===== src/rtl/prbs_pkg.sv =====
// rtl/prbs_pkg.sv - shared types for the PRBS error injector
package prbs_pkg;

    typedef enum logic [1:0] {
        OFF      = 2'd0,
        SINGLE   = 2'd1,
        PERIODIC = 2'd2,
        BURST    = 2'd3
    } inj_mode_t;

    typedef enum logic [1:0] {
        IDLE   = 2'd0,
        ACTIVE = 2'd1,
        DONE   = 2'd2
    } inj_state_t;

endpackage


===== src/rtl/sat_counter.sv =====
// rtl/sat_counter.sv - saturating up-counter with synchronous clear
module sat_counter #(
    parameter int CNT_W = 16
) (
    input  logic             clk,
    input  logic             reset,
    input  logic             clr,
    input  logic             inc,
    output logic [CNT_W-1:0] cnt
);

    always_ff @(posedge clk or negedge reset) begin
        if (!reset) begin
            cnt <= '0;
        end else if (clr) begin
            // a clear that coincides with an increment still counts that event
            cnt <= inc ? CNT_W'(1) : '0;
        end else if (inc && (cnt != {CNT_W{1'b1}})) begin
            cnt <= cnt + CNT_W'(1);
        end
    end

endmodule


===== src/rtl/prbs_err_inject.sv =====
// rtl/prbs_err_inject.sv - registered PRBS passthrough with single/periodic/burst bit-flip injection
module prbs_err_inject
    import prbs_pkg::*;
#(
    parameter int WIDTH = 8,
    parameter int CNT_W = 16
) (
    input  logic                     clk,
    input  logic                     reset,
    input  logic                     en,
    input  logic [WIDTH-1:0]         prbs_in,
    output logic [WIDTH-1:0]         prbs_out,
    input  logic [1:0]               mode,
    input  logic [CNT_W-1:0]         period,
    input  logic [CNT_W-1:0]         burst_len,
    input  logic [$clog2(WIDTH)-1:0] bit_sel,
    input  logic                     arm,
    input  logic                     stop,
    input  logic                     cnt_clr,
    output logic                     busy,
    output logic                     done,
    output logic [CNT_W-1:0]         inj_cnt
);

    localparam int SEL_W = $clog2(WIDTH);

    inj_state_t       state, state_n;
    inj_mode_t        mode_l;
    logic [CNT_W-1:0] lim_l;
    logic [SEL_W-1:0] sel_l;
    logic [CNT_W-1:0] wcnt, wcnt_n;
    logic             inject;
    logic             load;
    logic [WIDTH-1:0] mask;
    logic [CNT_W-1:0] lim_src;
    logic [CNT_W-1:0] lim_n;
    logic [SEL_W-1:0] sel_n;

    // One latched limit serves both modes: period-1 or burst_len-1, with 0 treated as 1
    assign lim_src = (inj_mode_t'(mode) == BURST) ? burst_len : period;
    assign lim_n   = (lim_src == '0) ? '0 : lim_src - CNT_W'(1);
    assign sel_n   = (int'(bit_sel) > WIDTH - 1) ? SEL_W'(WIDTH - 1) : bit_sel;

    always_comb begin
        state_n = state;
        wcnt_n  = wcnt;
        inject  = 1'b0;
        load    = 1'b0;
        case (state)
            IDLE: begin
                if (arm && (inj_mode_t'(mode) != OFF)) begin
                    state_n = ACTIVE;
                    load    = 1'b1;
                    wcnt_n  = '0;
                end
            end
            ACTIVE: begin
                // stop wins over an injection on the same word
                if (stop) begin
                    state_n = IDLE;
                end else if (en) begin
                    case (mode_l)
                        SINGLE: begin
                            inject  = 1'b1;
                            state_n = DONE;
                        end
                        PERIODIC: begin
                            if (wcnt == lim_l) begin
                                inject = 1'b1;
                                wcnt_n = '0;
                            end else begin
                                wcnt_n = wcnt + CNT_W'(1);
                            end
                        end
                        BURST: begin
                            inject = 1'b1;
                            if (wcnt == lim_l) begin
                                state_n = DONE;
                            end else begin
                                wcnt_n = wcnt + CNT_W'(1);
                            end
                        end
                        default: state_n = IDLE;
                    endcase
                end
            end
            DONE:    state_n = IDLE;
            default: state_n = IDLE;
        endcase
    end

    always_ff @(posedge clk or negedge reset) begin
        if (!reset) begin
            state  <= IDLE;
            wcnt   <= '0;
            mode_l <= OFF;
            lim_l  <= '0;
            sel_l  <= '0;
        end else begin
            state <= state_n;
            wcnt  <= wcnt_n;
            if (load) begin
                mode_l <= inj_mode_t'(mode);
                lim_l  <= lim_n;
                sel_l  <= sel_n;
            end
        end
    end

    assign mask = inject ? (WIDTH'(1) << sel_l) : '0;

    always_ff @(posedge clk or negedge reset) begin
        if (!reset) begin
            prbs_out <= '0;
        end else if (en) begin
            prbs_out <= prbs_in ^ mask;
        end
    end

    assign busy = (state == ACTIVE);
    assign done = (state == DONE);

    sat_counter #(
        .CNT_W(CNT_W)
    ) u_inj_cnt (
        .clk  (clk),
        .reset(reset),
        .clr  (cnt_clr),
        .inc  (inject),
        .cnt  (inj_cnt)
    );

endmodule


===== config.mk =====
export PLATFORM = sky130hd
export DESIGN_NAME = prbs_err_inject
export DESIGN_NICKNAME = d
export VERILOG_FILES = /design/src/rtl/prbs_pkg.sv /design/src/rtl/sat_counter.sv /design/src/rtl/prbs_err_inject.sv
export SDC_FILE = /design/constraint.sdc
export NUM_CORES = 1
export LEC_CHECK = 0
export ABC_AREA = 1
export CORE_ASPECT_RATIO = 1.5
export CORE_UTILIZATION = 40
export CTS_BUF_LIST = sky130_fd_sc_hd__clkbuf_8
export CTS_CLUSTER_DIAMETER = 50
export DETAILED_ROUTE_END_ITERATION = 16
export GPL_ROUTABILITY_DRIVEN = 0
export GPL_TIMING_DRIVEN = 0
export MAX_ROUTING_LAYER = met4
export PLACE_DENSITY = 0.63
export SYNTH_ARGS = -nofsm -noshare
export SYNTH_HDL_FRONTEND = slang
export SYNTH_SLANG_ARGS = --single-unit

===== constraint.sdc =====
create_clock -name clk -period 4.4 [get_ports clk]
set_clock_uncertainty 0.2 [all_clocks]
set_input_delay 0.44 -clock clk [delete_from_list [all_inputs] [get_ports clk]]
set_output_delay 0.44 -clock clk [all_outputs]
set_load 0.05 [all_outputs]

==> impl_metrics.toml, run 1 <==
[worst_setup_path]
cp.arrival_ns = 2.58
critPathCaptureType = "register"
max_stage_delay_ns = 0.56
worstPathRequired_ns = 4.42
crit_type = "primary input to register"
cp_max_fo = 10
crit_slowest_cell = "clkdlybuf4s50_1"
worstPathCellList = "clkdlybuf4s50_1 -> nand2_2 -> buf_6 -> o21ai_2 -> ha_1 -> nand2_1 -> nor2_2 -> nand2_1 -> nor2_4 -> nand2_1 -> xor2_1 -> nand2_1 -> o21ai_1"
cp-start-kind = "primary input"
worst_path_most_repeated_cell = "nand2_1"

[clock_network]
post_cts_buffers = 0
cts.sinks = 63
cts_resized = 0
h-tree-depth = 3
numCtsBuffers = 9
clock_path_buffers = 2
cts-root-buf = "clkbuf_8"
path_clk_slew_ns = 0.07
postCtsHoldBufs = 0
clk_latency_ns = 0.34
cts_tree = "built"

[timing]
report.final.slew_viol_count = 0
tightest_slew_ns = 0.802
rsz0062_at_grt = "no"
relSlewSlack = 0.465
tns_ns = 0
setup_viol = 0
fin_crit_ns = 2.56
fin_crit_sh = 0.582
hold_violations = 47
fin_hold_ws_ns = -0.0299
timing.fmax_mhz = 391
setup_ws_ns = 1.84

[outcome]
status = "finished, violations left"
violations = "negative hold slack"

[synth]
synth_edf_count = 0
syn_area_per_cell_um2 = 6.62
synth_area_um2 = 4530
syn_nets = 739
ys_seq_area_frac = 0.348
synthTopCellsByArea = "dfrtp_1 (35%), nand2_1 (19%), inv_1 (6.5%)"
synth_top_area_frac = 0.348
synth_seq_cells = 63
synth_cell_types = 32
synth_top_area_cell = "dfrtp_1"
ys_warn_count = 0
ys.flop_type = "dfrtp_1"
async_flop_share = 1.00
synthCells = 684

[final_layout]
drive_gt1_frac = 0.0918
layout.nets = 824
final_common_cell = "nand2_1"
final_cell_mix = "nand2_1 (226), inv_1 (80), nor2_1 (79), clkdlybuf4s50_1 (73), dfrtp_1 (63)"
fill_cells = 1141
area_growth_pct = 25.0
num_antenna_cells = 0
fin_util = 0.512

[floorplan]
die_area_um2 = 11800
fp.dieW_um = 88.9
die_h_um = 132
core.rowCount = 47
io_pins = 77
start_util = 0.410
core_area_um2 = 11100

[worst_hold_path]
hold_class = "primary input to asynchronous set/reset pin"

[global_route]
grt_pass1_wl_mm = 18.7
grt_overflow = 0
grt_pass1_vias = 4380
antenna_found_initial = 0
grt_use_total = 0.209
grt_max_degree = 64

[drt]
firstDrtPassIters = 4
via_per_inst = 4.82
wirelength_mm = 10.7
via_count = 4430
antenna_left = 0
drc = 0
drtIter0Drc = 167
wl_per_cell_um = 11.7

[pwr]
power.density_nw_per_um2 = 328
worst_ir_drop_vdd_mv = 0.142
p_leak_uw = 0.00272

[place]
dp_slack_ns = 1.46
hpwl_mm = 8.64
port_buffers = 74

[flow_run]
drv_cap = 0
critical path, delay by kind of cell:
kind / cells / cell delay, ns
AND/OR/NAND/NOR: 7 / 0.81
buffers and inverters: 2 / 0.73
AO/OA/AOI/OAI: 2 / 0.22
adder cells (fa/ha/maj): 1 / 0.22
XOR/XNOR: 1 / 0.14
layout make-up:
type                            count  area [um^2]  area share
Timing Repair Buffer               74          738       0.130
Buffer                             22          135      0.0239
Sequential cell                    63         1580       0.278
Clock buffer                       10          138      0.0243
Multi-Input combinational cell    509         2480       0.438
Tap cell                          147          184      0.0325
Clock inverter                      5         73.8      0.0130
Inverter                           90          338      0.0597
final timing paths:
path | startpoint | endpoint | slack (ns) | depth (start not counted)
max | mode[0] | lim_l[14] | 1.84 | 13
min | reset | u_inj_cnt.cnt[7] | -0.03 | 1
max reg2reg | wcnt[5] | wcnt[1] | 2.04 | 11
min reg2reg | prbs_out[1] | prbs_out[1] | 0.29 | 2
max in group asynchronous | reset | sel_l[0] | 3.51 | 1
min in group clk | en | prbs_out[0] | 0.23 | 3
power by group:
group	internal, uW	switching, uW
combinational	211	365
sequential	662	65.1
clock	327	225
total	1200	655
cells in the mapped netlist (4+ instances only):
cell type / n
nand2_1: 226
inv_1: 79
nor2_1: 79
dfrtp_1: 63
nand3_1: 57
xor2_1: 31
o21ai_0: 19
nand4_1: 16
nor3_1: 13
o21ai_2: 13
inv_2: 11
o22ai_1: 10
o21bai_1: 9
buf_2: 8
nor2_2: 7
o21ai_1: 7
clkbuf_1: 6
buf_6: 4
ha_1: 4
nand2_2: 4
xnor2_1: 4
cells by family after synthesis:
kind of cell	synth area share
compound gates	0.0870
xor+xnor	0.0677
fa+ha+maj	0.0111
buf+inv	0.104
flops	0.348
simple gates	0.382
metrics by stage:
stage | std cells | hold slack (ns) | total power [uW] | area (um^2)
after floorplan | 684 | -0.0556 | 1130 | 4530
after global placement | 905 | 0.265 | 1300 | 5450
after detailed placement | 905 | 0.273 | 1320 | 5450
after CTS | 920 | 0.00691 | 1880 | 5660
after global routing | 920 | 0.0336 | 1990 | 5660
final | 920 | -0.0299 | 1860 | 5660
routing by layer:
| layer | track usage | vias up | wire length (um) | part of all wire |
|---|---|---|---|---|
| met4 | 0.119 | 0 | 539 | 0.050 |
| met1 | 0.202 | 1985 | 4040 | 0.38 |
| met5 | - | - | 0 | 0 |
| met2 | 0.378 | 95 | 5880 | 0.55 |
| li1 | - | 2318 | - | - |
| met3 | 0.0376 | 32 | 278 | 0.026 |
registers in the layout, indices dropped and copies added, names as in the netlist:
register / cells
lim_l: 16
u_inj_cnt.cnt: 16
wcnt: 16
prbs_out: 8
sel_l: 3
mode_l: 2
state: 2
Power figures use the tool's default switching activity.
==> run 2: changes to the inputs <==
Settings changed: PLACE_DENSITY 0.63 to 0.65.
Clock period 4.4 ns to 2.06 ns, I/O delays scaled along.
==> run 2 against run 1 <==
Compared with the run above:
- the run now ends clean
- power increased by 130%
- global-route usage rose by 0.18 points
- highest routed layer unchanged
- critical endpoint is now wcnt[1]
- critical path type is now register to register
- sequential share of layout area shrank 2.2 points
==> impl_metrics.toml, run 2 (synthesized netlist as in run 1, its figures left out) <==
[pwr]
p_leak_uw = 0.00310
pwr-share-clk = 0.289
switching_power_uw = 1530
worst_ir_drop_vdd_mv = 0.441
internal_power_uw = 2710
power.density_nw_per_um2 = 682
finalPower_uw = 4240
swShare = 0.362
seqPwrFrac = 0.369
power_frac_comb = 0.341

[final_layout]
final_common_cell = "nand2_1"
fill_cells = 1072
final_area_um2 = 6210
top_regs = "lim_l x16, u_inj_cnt.cnt x16, wcnt x16"
drive_gt1_frac = 0.184
fin_cells = 948
layout.nets = 851
final_cell_mix = "nand2_1 (223), inv_1 (78), nor2_1 (73), clkdlybuf4s50_1 (59), dfrtp_1 (49)"
num_antenna_cells = 0
area_growth_pct = 37.2

[timing]
fin_crit_ns = 2.02
setup_ws_ns = 0.0410
relSlewSlack = 0.469
report.final.slew_viol_count = 0
rsz0062_at_grt = "yes"
tns_ns = 0
setup_viol = 0
timing.fmax_mhz = 495
tightest_slew_ns = 0.797
fin_crit_sh = 0.980
hold_violations = 0

[drt]
antenna_left = 0
via_count = 4627
drc = 0
drtIter0Drc = 189
firstDrtPassIters = 4
wl_per_cell_um = 12.4
via_per_inst = 4.88
wirelength_mm = 11.7

[global_route]
grt_max_degree = 64
grt_use_total = 0.211
gr-max-usage-layer = "met2"
grt_pass1_vias = 4413
grt_overflow = 0
grt_use_met2 = 0.377
antenna_found_initial = 0
met3_usage = 0.0407
grt_pass1_wl_mm = 18.8
use_met1 = 0.211

[floorplan]
io_pins = 77
core_area_um2 = 11100
fp.dieW_um = 88.9
core.rowCount = 47
start_util = 0.410
die_h_um = 132
die_area_um2 = 11800

[worst_setup_path]
rrSetupSlack_ns = 0.04
critPathCaptureType = "register"
r2r_cells = 11
cp_max_fo = 7
cp.arrival_ns = 2.06
worstReg2RegEnd = "wcnt[1]"
cp-endpoint = "wcnt[1]"
cp-start-kind = "register"
worstPathRequired_ns = 2.10
crit_type = "register to register"
critPathLaunch = "wcnt[6]"
rr_startpoint = "wcnt[6]"

[place]
dp_slack_ns = -0.641
placed_area_um2 = 5460
hpwl_mm = 8.56
port_buffers = 74
placed_cells = 905

[flow_run]
drv_cap = 0

[clock_network]
numCtsBuffers = 9
cts.sinks = 63
cts-root-buf = "clkbuf_8"
path_clk_slew_ns = 0.07
h-tree-depth = 3
clk_latency_ns = 0.35
clock_path_buffers = 2
cts_tree = "built"

[outcome]
status = "completed"

[worst_hold_path]
hold_class = "primary input to register"
## run 2: changes by cell type in the layout (fill, tap and decap cells not counted), moves of 7 or more
| cell | delta |
|---|---|
| buf_4 | +22 |
| nand3_1 | -15 |
| clkdlybuf4s50_1 | -14 |
| dfrtp_1 | -14 |
| dfrtp_2 | +14 |
| nand3_2 | +13 |
| dlymetal6s2s_1 | +9 |
| nor2_4 | +7 |
## run 2: worst min-delay path by stage
| stage | from | end | cells after the start |
|---|---|---|---|
| floorplan | reset | lim_l[0] | 0 |
| global placement | prbs_out[1] | prbs_out[1] | 2 |
| detailed placement | reset | u_inj_cnt.cnt[15] | 1 |
| CTS | mode[1] | mode_l[1] | 3 |
| global route | cnt_clr | u_inj_cnt.cnt[4] | 4 |
| finish | cnt_clr | u_inj_cnt.cnt[4] | 4 |
## run 2: power by group through the flow
| stage | clock [uW] | combinational, uW | sequential, uW |
|---|---|---|---|
| 6_report | 1230 | 1450 | 1570 |
| 5_1_grt | 1320 | 1610 | 1590 |
| 3_3_place_gp | 0 | 1220 | 1570 |
| 3_5_place_dp | 0 | 1240 | 1570 |
| 2_1_floorplan | 0 | 785 | 1630 |
| 4_1_cts | 1260 | 1280 | 1560 |
## run 2: stage by stage
step           hold slack [ns]   util
2_1_floorplan           -0.290      -
3_3_place_gp             0.268  0.494
3_5_place_dp             0.152  0.494
4_1_cts                 0.0893  0.522
5_1_grt                  0.157  0.562
6_report                 0.118  0.562
## run 2: layer usage
metal	routed length, um	vias up	share of wire
li1	-	2376	-
met1	4370	2101	0.37
met2	6510	120	0.56
met3	395	30	0.034
met4	445	0	0.038
met5	0	-	0
## run 2: cell type report
cell class	instances	area [um^2]	share of cell area
Buffer	20	163	0.0262
Clock buffer	11	151	0.0244
Clock inverter	5	72.6	0.0117
Inverter	90	343	0.0552
Multi-Input combinational cell	510	2730	0.440
Sequential cell	63	1590	0.256
Tap cell	147	184	0.0296
Timing Repair Buffer	102	975	0.157
## run 2: what timing repair did
item / in CTS / in global routing
pin swaps: 1 / 28
hold buffers: 2 / 2
hold endpoints to repair: 70 / 2
buffers inserted: 1 / 20
gates resized for setup: 29 / 86
cloned: 0 / 4
setup endpoints to repair: 60 / 68
## run 2: worst max-delay path, cell delays in order, from the launching register on
cell and delay (ns):
dfrtp_1 0.38, buf_6 0.13, nand2_1 0.06, nand2_1 0.05, nor2_1 0.08, nand2_1 0.09, nor2_4 0.20, nand2_4 0.12
o21ai_1 0.35, nor2_1 0.12, nand3_2 0.09, nand2_1 0.05
